===== config.mk =====
export PLATFORM = sky130hd
export DESIGN_NAME = instr_encoder
export DESIGN_NICKNAME = d
export VERILOG_FILES = /design/src/rtl/instr_encoder.sv
export SDC_FILE = /design/constraint.sdc
export NUM_CORES = 1
export LEC_CHECK = 0
export ABC_AREA = 1
export ABC_CLOCK_PERIOD_IN_PS = 4100
export CAP_MARGIN = 0
export CORE_ASPECT_RATIO = 1.1
export CORE_UTILIZATION = 50
export CTS_CLUSTER_DIAMETER = 150
export CTS_CLUSTER_SIZE = 40
export DETAILED_ROUTE_END_ITERATION = 10
export GPL_ROUTABILITY_DRIVEN = 0
export GPL_TIMING_DRIVEN = 0
export PLACE_DENSITY = 0.86
export SLEW_MARGIN = 0
export SYNTH_ARGS = -nofsm -noshare
export SYNTH_HDL_FRONTEND = slang
export SYNTH_SLANG_ARGS = --single-unit
export TNS_END_PERCENT = 1

===== constraint.sdc =====
create_clock -name clk -period 4.1 [get_ports clk]
set_input_delay 0.82 -clock clk [delete_from_list [all_inputs] [get_ports clk]]
set_output_delay 0.82 -clock clk [all_outputs]
set_load 0.05 [all_outputs]

===== src/rtl/instr_encoder.sv =====
`timescale 1ns/1ps
// RV32I assembler back end: turns an operation request into a program-memory write.
// Latency: one cycle from request acceptance to instr/pmem_addr/out_valid.
// Backpressure: one output register; in_ready = !out_valid || out_ready; rejects are consumed.
module instr_encoder (
  input  logic        clk,
  input  logic        rst_n,
  input  logic        in_valid,
  output logic        in_ready,
  input  logic [5:0]  op,
  input  logic [4:0]  rd,
  input  logic [4:0]  rs1,
  input  logic [4:0]  rs2,
  input  logic [31:0] imm,
  output logic        out_valid,
  input  logic        out_ready,
  output logic [31:0] instr,
  output logic [31:0] pmem_addr,
  input  logic        load_addr,
  input  logic [31:0] load_val,
  output logic        err_pulse,
  output logic        err_sticky,
  input  logic        err_clr
);

  // Operation codes presented on the op port
  localparam logic [5:0] OP_ADD   = 6'd0;
  localparam logic [5:0] OP_SUB   = 6'd1;
  localparam logic [5:0] OP_SLL   = 6'd2;
  localparam logic [5:0] OP_SLT   = 6'd3;
  localparam logic [5:0] OP_SLTU  = 6'd4;
  localparam logic [5:0] OP_XOR   = 6'd5;
  localparam logic [5:0] OP_SRL   = 6'd6;
  localparam logic [5:0] OP_SRA   = 6'd7;
  localparam logic [5:0] OP_OR    = 6'd8;
  localparam logic [5:0] OP_AND   = 6'd9;
  localparam logic [5:0] OP_ADDI  = 6'd10;
  localparam logic [5:0] OP_SLTI  = 6'd11;
  localparam logic [5:0] OP_SLTIU = 6'd12;
  localparam logic [5:0] OP_XORI  = 6'd13;
  localparam logic [5:0] OP_ORI   = 6'd14;
  localparam logic [5:0] OP_ANDI  = 6'd15;
  localparam logic [5:0] OP_SLLI  = 6'd16;
  localparam logic [5:0] OP_SRLI  = 6'd17;
  localparam logic [5:0] OP_SRAI  = 6'd18;
  localparam logic [5:0] OP_LB    = 6'd19;
  localparam logic [5:0] OP_LH    = 6'd20;
  localparam logic [5:0] OP_LW    = 6'd21;
  localparam logic [5:0] OP_LBU   = 6'd22;
  localparam logic [5:0] OP_LHU   = 6'd23;
  localparam logic [5:0] OP_SB    = 6'd24;
  localparam logic [5:0] OP_SH    = 6'd25;
  localparam logic [5:0] OP_SW    = 6'd26;
  localparam logic [5:0] OP_BEQ   = 6'd27;
  localparam logic [5:0] OP_BNE   = 6'd28;
  localparam logic [5:0] OP_BLT   = 6'd29;
  localparam logic [5:0] OP_BGE   = 6'd30;
  localparam logic [5:0] OP_BLTU  = 6'd31;
  localparam logic [5:0] OP_BGEU  = 6'd32;
  localparam logic [5:0] OP_JAL   = 6'd33;
  localparam logic [5:0] OP_JALR  = 6'd34;
  localparam logic [5:0] OP_LUI   = 6'd35;
  localparam logic [5:0] OP_AUIPC = 6'd36;

  // RV32I major opcodes
  localparam logic [6:0] OPC_OP     = 7'b0110011;
  localparam logic [6:0] OPC_OPIMM  = 7'b0010011;
  localparam logic [6:0] OPC_LOAD   = 7'b0000011;
  localparam logic [6:0] OPC_STORE  = 7'b0100011;
  localparam logic [6:0] OPC_BRANCH = 7'b1100011;
  localparam logic [6:0] OPC_JAL    = 7'b1101111;
  localparam logic [6:0] OPC_JALR   = 7'b1100111;
  localparam logic [6:0] OPC_LUI    = 7'b0110111;
  localparam logic [6:0] OPC_AUIPC  = 7'b0010111;

  localparam logic [6:0] F7_ALT = 7'b0100000;

  // Encoding format; FMT_SH is I-type with a 5-bit shift amount and funct7
  typedef enum logic [2:0] {
    FMT_R, FMT_I, FMT_SH, FMT_S, FMT_B, FMT_J, FMT_U, FMT_BAD
  } fmt_t;

  fmt_t               fmt;
  logic [6:0]         opcode;
  logic [2:0]         funct3;
  logic [6:0]         funct7;
  logic               imm_ok;
  logic [31:0]        word;
  logic signed [31:0] imm_s;

  logic        accept;
  logic        legal;
  logic        out_hs;
  logic [31:0] addr_cnt;

  assign imm_s = imm;

  // Decode the operation into format, major opcode and function fields
  always_comb begin
    fmt    = FMT_BAD;
    opcode = 7'd0;
    funct3 = 3'd0;
    funct7 = 7'd0;
    case (op)
      OP_ADD:   begin fmt = FMT_R;  opcode = OPC_OP;     funct3 = 3'd0; end
      OP_SUB:   begin fmt = FMT_R;  opcode = OPC_OP;     funct3 = 3'd0; funct7 = F7_ALT; end
      OP_SLL:   begin fmt = FMT_R;  opcode = OPC_OP;     funct3 = 3'd1; end
      OP_SLT:   begin fmt = FMT_R;  opcode = OPC_OP;     funct3 = 3'd2; end
      OP_SLTU:  begin fmt = FMT_R;  opcode = OPC_OP;     funct3 = 3'd3; end
      OP_XOR:   begin fmt = FMT_R;  opcode = OPC_OP;     funct3 = 3'd4; end
      OP_SRL:   begin fmt = FMT_R;  opcode = OPC_OP;     funct3 = 3'd5; end
      OP_SRA:   begin fmt = FMT_R;  opcode = OPC_OP;     funct3 = 3'd5; funct7 = F7_ALT; end
      OP_OR:    begin fmt = FMT_R;  opcode = OPC_OP;     funct3 = 3'd6; end
      OP_AND:   begin fmt = FMT_R;  opcode = OPC_OP;     funct3 = 3'd7; end
      OP_ADDI:  begin fmt = FMT_I;  opcode = OPC_OPIMM;  funct3 = 3'd0; end
      OP_SLTI:  begin fmt = FMT_I;  opcode = OPC_OPIMM;  funct3 = 3'd2; end
      OP_SLTIU: begin fmt = FMT_I;  opcode = OPC_OPIMM;  funct3 = 3'd3; end
      OP_XORI:  begin fmt = FMT_I;  opcode = OPC_OPIMM;  funct3 = 3'd4; end
      OP_ORI:   begin fmt = FMT_I;  opcode = OPC_OPIMM;  funct3 = 3'd6; end
      OP_ANDI:  begin fmt = FMT_I;  opcode = OPC_OPIMM;  funct3 = 3'd7; end
      OP_SLLI:  begin fmt = FMT_SH; opcode = OPC_OPIMM;  funct3 = 3'd1; end
      OP_SRLI:  begin fmt = FMT_SH; opcode = OPC_OPIMM;  funct3 = 3'd5; end
      OP_SRAI:  begin fmt = FMT_SH; opcode = OPC_OPIMM;  funct3 = 3'd5; funct7 = F7_ALT; end
      OP_LB:    begin fmt = FMT_I;  opcode = OPC_LOAD;   funct3 = 3'd0; end
      OP_LH:    begin fmt = FMT_I;  opcode = OPC_LOAD;   funct3 = 3'd1; end
      OP_LW:    begin fmt = FMT_I;  opcode = OPC_LOAD;   funct3 = 3'd2; end
      OP_LBU:   begin fmt = FMT_I;  opcode = OPC_LOAD;   funct3 = 3'd4; end
      OP_LHU:   begin fmt = FMT_I;  opcode = OPC_LOAD;   funct3 = 3'd5; end
      OP_SB:    begin fmt = FMT_S;  opcode = OPC_STORE;  funct3 = 3'd0; end
      OP_SH:    begin fmt = FMT_S;  opcode = OPC_STORE;  funct3 = 3'd1; end
      OP_SW:    begin fmt = FMT_S;  opcode = OPC_STORE;  funct3 = 3'd2; end
      OP_BEQ:   begin fmt = FMT_B;  opcode = OPC_BRANCH; funct3 = 3'd0; end
      OP_BNE:   begin fmt = FMT_B;  opcode = OPC_BRANCH; funct3 = 3'd1; end
      OP_BLT:   begin fmt = FMT_B;  opcode = OPC_BRANCH; funct3 = 3'd4; end
      OP_BGE:   begin fmt = FMT_B;  opcode = OPC_BRANCH; funct3 = 3'd5; end
      OP_BLTU:  begin fmt = FMT_B;  opcode = OPC_BRANCH; funct3 = 3'd6; end
      OP_BGEU:  begin fmt = FMT_B;  opcode = OPC_BRANCH; funct3 = 3'd7; end
      OP_JAL:   begin fmt = FMT_J;  opcode = OPC_JAL;    end
      OP_JALR:  begin fmt = FMT_I;  opcode = OPC_JALR;   funct3 = 3'd0; end
      OP_LUI:   begin fmt = FMT_U;  opcode = OPC_LUI;    end
      OP_AUIPC: begin fmt = FMT_U;  opcode = OPC_AUIPC;  end
      default:  begin fmt = FMT_BAD; end
    endcase
  end

  // Check that the immediate fits the field of the selected format
  always_comb begin
    imm_ok = 1'b0;
    case (fmt)
      FMT_R:   imm_ok = 1'b1;
      FMT_I,
      FMT_S:   imm_ok = (imm_s >= -32'sd2048) && (imm_s <= 32'sd2047);
      FMT_SH:  imm_ok = (imm[31:5] == 27'd0);
      FMT_B:   imm_ok = (imm_s >= -32'sd4096) && (imm_s <= 32'sd4094) && !imm[0];
      FMT_J:   imm_ok = (imm_s >= -32'sd1048576) && (imm_s <= 32'sd1048574) && !imm[0];
      FMT_U:   imm_ok = (imm[11:0] == 12'd0);
      default: imm_ok = 1'b0;
    endcase
  end

  // Pack fields into the 32-bit instruction word for the selected format
  always_comb begin
    word = 32'd0;
    case (fmt)
      FMT_R:   word = {funct7, rs2, rs1, funct3, rd, opcode};
      FMT_I:   word = {imm[11:0], rs1, funct3, rd, opcode};
      FMT_SH:  word = {funct7, imm[4:0], rs1, funct3, rd, opcode};
      FMT_S:   word = {imm[11:5], rs2, rs1, funct3, imm[4:0], opcode};
      FMT_B:   word = {imm[12], imm[10:5], rs2, rs1, funct3, imm[4:1], imm[11], opcode};
      FMT_J:   word = {imm[20], imm[10:1], imm[11], imm[19:12], rd, opcode};
      FMT_U:   word = {imm[31:12], rd, opcode};
      default: word = 32'd0;
    endcase
  end

  // A rejected request is still consumed, so acceptance ignores legality
  assign in_ready  = !out_valid || out_ready;
  assign accept    = in_valid && in_ready;
  assign legal     = (fmt != FMT_BAD) && imm_ok;
  assign out_hs    = out_valid && out_ready;
  assign pmem_addr = addr_cnt;

  // Output register: load on legal acceptance, drop after handshake, else hold
  always_ff @(posedge clk or negedge rst_n) begin
    if (!rst_n) begin
      out_valid <= 1'b0;
      instr     <= 32'd0;
    end else if (accept && legal) begin
      out_valid <= 1'b1;
      instr     <= word;
    end else if (out_hs) begin
      out_valid <= 1'b0;
    end
  end

  // Address counter: an explicit load beats the post-handshake increment
  always_ff @(posedge clk or negedge rst_n) begin
    if (!rst_n) begin
      addr_cnt <= 32'd0;
    end else if (load_addr) begin
      addr_cnt <= load_val & 32'hFFFF_FFFC;
    end else if (out_hs) begin
      addr_cnt <= addr_cnt + 32'd4;
    end
  end

  // Reject strobe and sticky flag; a new reject outranks a clear
  always_ff @(posedge clk or negedge rst_n) begin
    if (!rst_n) begin
      err_pulse  <= 1'b0;
      err_sticky <= 1'b0;
    end else begin
      err_pulse  <= accept && !legal;
      err_sticky <= (accept && !legal) || (err_sticky && !err_clr);
    end
  end

endmodule


# Word level (Yosys, flattened, before mapping)

Index checks and enable logic that the tools add are counted.

Bits in writable memories: 0
Bits in latches: 0
Bits in read-only memories: 0
Flip-flop bits (word level): 67
Input bits: 91
Memories kept: 0
Output and inout bits: 68
Logic and storage cells: 105

Add/sub/neg operators: 1
Reduce and logical (&&, ||, !) cells: 40
Multiplexer cells: 10
Bitwise operators: 0
$mul: 0
Shift operators: 0
Equality and inequality tests: 43
Order comparisons: 6
Divide/modulo/power cells: 0

Operator list:

| cell                                                                     | number |
|---|---|
| 32-bit one-hot mux with 7 select lines                                   | 1 |
| 6-bit by 5-bit == test with 1-bit output (second input constant)         | 16 |
| 32-bit 2-to-1 mux                                                        | 2 |
| 7-bit one-hot mux with 9 select lines                                    | 1 |
| 6-bit by 4-bit == test with 1-bit output (second input constant)         | 8 |
| 3-bit one-hot mux with 7 select lines                                    | 2 |
| 32-bit by 3-bit adder with 32-bit output (second input constant)         | 1 |
| 32-bit by 12-bit >= comparator with 1-bit output (second input constant) | 1 |
| 32-bit by 13-bit >= comparator with 1-bit output (second input constant) | 1 |
| 32-bit by 21-bit >= comparator with 1-bit output (second input constant) | 1 |
| 32-bit by 12-bit <= comparator with 1-bit output (second input constant) | 1 |
| 32-bit by 13-bit <= comparator with 1-bit output (second input constant) | 1 |
| 32-bit by 21-bit <= comparator with 1-bit output (second input constant) | 1 |
| 6-bit == test (second input constant)                                    | 5 |
| 27-bit logical NOT                                                       | 1 |
| 6-bit by 3-bit == test with 1-bit output (second input constant)         | 4 |
| 3-bit OR reduction                                                       | 5 |
| 6-bit by 2-bit == test with 1-bit output (second input constant)         | 2 |
| 12-bit logical NOT                                                       | 1 |
| 12-bit OR reduction                                                      | 1 |
| 6-bit OR reduction                                                       | 2 |
| 1-bit logical AND                                                        | 11 |
| 10-bit OR reduction                                                      | 1 |
| 5-bit OR reduction                                                       | 2 |
| other kinds (16)                                                         | 28 |

# Logic depth before layout (Yosys ltp)

Word-level depth: 10
Depth in mapped cells: 15
Depth with buffers taken out: 14

# Worst setup path after synthesis

No wires, ideal clock.

Path type: register to register
Start: register addr_cnt[2], in the netlist pmem_addr[2]
End: register addr_cnt[18], in the netlist pmem_addr[18]
Slack: 1941 ps
Arrival time: 2073 ps
Stages on the path, launching flop included: 11
Library setup time: 87 ps
Period minus slack after synthesis: 2159 ps
Required time: 4013 ps
Cells stage by stage: dfrtp_1 -> ha_1 -> nand2_1 -> nor2_1 -> nand2_1 -> nor2_1 -> inv_1 -> nor3_2 -> nand3_1 -> xor2_1 -> o211ai_1

Word-level cells in the longest chain between the ends: 3

Ends and longest elaborated chain:

| item                                     | RTL line | RTL |
|---|---|---|
| from (decl)                              | 94       | `logic [31:0] addr_cnt;` |
| from (signal assigned)                   | 201      | `addr_cnt <= load_val & 32'hFFFF_FFFC;` |
| from (signal assigned)                   | 203      | `addr_cnt <= addr_cnt + 32'd4;` |
| 32-bit by 3-bit adder with 32-bit output | 203      |  |
| 32-bit 2-to-1 mux                        | 202      | `end else if (out_hs) begin` |
| 32-bit 2-to-1 mux                        | 200      | `end else if (load_addr) begin` |

No other way between the ends. The select of a mux whose other input is x is not followed.
A chain may end at the register's enable or synchronous reset.

# Worst setup path in the final report

Start: input port out_ready
End: output port in_ready

Word-level cells in the longest chain between the ends: 1

Ends and longest elaborated chain:

| item             | RTL line | RTL |
|---|---|---|
| from (decl)      | 16       | `input logic out_ready,` |
| 1-bit logical OR | 177      | `assign in_ready = !out_valid \|\| out_ready;` |
| to (decl)        | 9        | `output logic in_ready,` |

No other way between the ends.

==> summary.md <==
| Metric | Value |
|---|---|
| Status | `finished clean` |
| LEAKAGE | `3.23 nW` |
| Top FF cell, synth | `dfrtp_1` |
| Gr usage total | `0.336` |
| Clock transition at the registers of the reported paths | `0.07 ns` |
| Most frequent cells in the layout | `nand2_1 (241), clkdlybuf4s50_1 (153), inv_1 (89), nor2_1 (88), nand3_1 (87)` |
| RSZ-0062 raised after global routing | `false` |
| Initial core utilization | `0.522` |
| DRC | `0` |
| VDD IR max | `0.200 mV` |
| Area growth syn-to-layout | `38.7%` |
| Clock Sinks | `64` |
| Inserted Clock Buffers | `9` |
| Synth area leaders | `dfrtp_1 (32%), nand2_1 (18%), nand3_1 (8.8%)` |
| Share of layout cells above drive strength 1 | `0.0513` |
| Vias in the first global route | `5,690` |
| YS warnings | `0` |
| Final setup violation count | `0` |
| Syn Area/Cell | `6.31 µm²` |
| Vias/cell | `5.67` |
| CTS resizes | `0` |
| Vias | `6,085` |
| Post-synthesis register bit count | `64` |
| Die width | `96.9 µm` |
| Worst slew pin tran | `0.802 ns` |
| CP Class | `in -> out` |
| WL final | `16,900 µm` |
| Mapped cell area | `4950 µm²` |
| Largest net degree at the start of global routing | `65` |
| Multi-input gate area | `2860 µm²` |
| Hold Crit Class | `reg -> reg` |
| Setup WS post-layout | `0.991 ns` |
| I/O pin count | `159` |
| Period utilisation layout | `0.758` |
| TritonRoute pass-1 iters | `5` |
| Layout Skew | `0.0102 ns` |
| CP startpoint kind | `input pin` |
| Post-CTS setup buffer count | `0` |
| Syn Inst Count | `785` |
| Port Buffers | `154` |
| Clock latency on the worst-skew pair | `0.36 ns` |
| Clk buf depth | `2` |
| Routed len/inst | `15.7 µm` |
| Maximum Capacitance Violations | `0` |
| CP Capture Type | `output port` |
| Total negative setup slack | `0 ns` |
| Distinct cell type count after synthesis | `38` |
| Min Tclk post-route | `3.11 ns` |
| DP Worst Slack | `0.994 ns` |
| Worst-path fanout max | `3` |
| PwrDens | `367 nW/µm²` |
| R2R Setup Slk | `1.71 ns` |
| Seq/Total Area, Yosys | `0.323` |
| CTS hold repair buffers | `0` |
| Nets | `1,043` |
| Slew headroom | `0.465` |
| TritonCTS clock tree | `built` |
| H-tree levels | `3` |
| Most common cell after layout, fill and taps aside | `nand2_1` |
| Fill cells | `816` |
| Initial antenna violation count | `0` |
| WP data required | `3.28 ns` |
| Die Span Y | `106 µm` |
| Final Hold Fails | `0` |
| Post-synth EDFFs | `0` |
| Maximum clock rate | `322 MHz` |
| Number of diodes | `0` |
| Async SR Flop Fraction | `1.00` |
| Core Area | `9490 µm²` |
| First-pass GRT wire length | `27,700 µm` |
| Synth area leader | `dfrtp_1` |
| Full die area | `10,300 µm²` |
| Share of the synthesized area in the top cell type | `0.323` |
| Register Area | `1600 µm²` |
| Worst EP arrival | `2.29 ns` |
| Root buffer cell | `clkbuf_8` |
| GRT overflow | `0` |
| Post-detail-place hpwl | `13,000 µm` |
| Final Max Tran Viols | `0` |
| Core Rows | `37` |
| Iter 0 DRT Violations | `479` |
| Routed Antenna Nets | `0` |
==> state kept, by name, indices dropped and copies added (netlist names) <==
register / cells
out_valid: 1
instr: 31
err_sticky: 1
err_pulse: 1
pmem_addr: 30
==> logic make-up after synthesis <==
logic type	Yosys count	synth area share
buf+inv	119	0.101
compound gates	108	0.130
simple gates	477	0.416
flops	64	0.323
other cells	1	0.000757
xor+xnor	15	0.0265
fa+ha+maj	1	0.00253
==> worst max-delay path: stages <==
cell,delay [ns]
clkdlybuf4s50_1,0.50
inv_1,0.05
nand2_1,0.10
clkdlybuf4s50_1,0.82
==> layout make-up <==
type	instances	area share
Buffer	27	0.0224
Clock buffer	11	0.0220
Clock inverter	5	0.0115
Inverter	92	0.0502
Multi-Input combinational cell	603	0.416
Sequential cell	64	0.233
Tap cell	117	0.0213
Timing Repair Buffer	154	0.224
==> worst paths after layout <==
kind	start	end	cells past startpoint
worst max-delay path	out_ready	in_ready	4
worst min-delay path	instr[26]$_DFFE_PN0P_	instr[26]$_DFFE_PN0P_	2
worst max register to register	pmem_addr[2]$_DFFE_PN0N_	pmem_addr[26]$_DFFE_PN0N_	12
worst min register to register	instr[26]$_DFFE_PN0P_	instr[26]$_DFFE_PN0P_	2
max in group asynchronous	rst_n	pmem_addr[29]$_DFFE_PN0N_	1
min in group asynchronous	rst_n	pmem_addr[31]$_DFFE_PN0N_	1
==> cells in the mapped netlist (all sizes together) (12+ instances only) <==
library cell,n
o211ai,14
inv,92
xor2,12
dfrtp,64
nand3,87
nand4,22
a21oi,20
nor3,18
buf,17
o21ai,49
nand2,247
nor2,91
==> routing by layer <==
metal / global-route usage / vias up / share of wire
li1: - / 2912 / -
met1: 0.409 / 2725 / 0.39
met2: 0.566 / 379 / 0.47
met3: 0.0631 / 69 / 0.095
met4: 0.171 / 0 / 0.044
met5: 0 / - / 0
==> per-stage QoR <==
| stage | instance area [µm²] | util | hold slack, ns | total power [W] | cells |
|---|---|---|---|---|---|
| 6_report | 6870 | 0.724 | 0.470 | 0.00252 | 1073 |
| 5_1_grt | 6870 | 0.724 | 0.494 | 0.00263 | 1073 |
| 4_1_cts | 6870 | 0.724 | 0.476 | 0.00252 | 1073 |
| 3_5_place_dp | 6640 | 0.700 | 0.459 | 0.00189 | 1057 |
| 3_3_place_gp | 6650 | 0.700 | 0.453 | 0.00187 | 1057 |
| 2_1_floorplan | 4960 | - | 0.524 | 0.00146 | 786 |
==> power breakdown <==
group | switching [W] | total, W | internal (W)
Combinational | 0.000695 | 0.00106 | 0.000361
Sequential | 0.000101 | 0.000833 | 0.000732
Clock | 0.000260 | 0.000634 | 0.000374
Note: power is estimated with default switching activity, not from simulation.
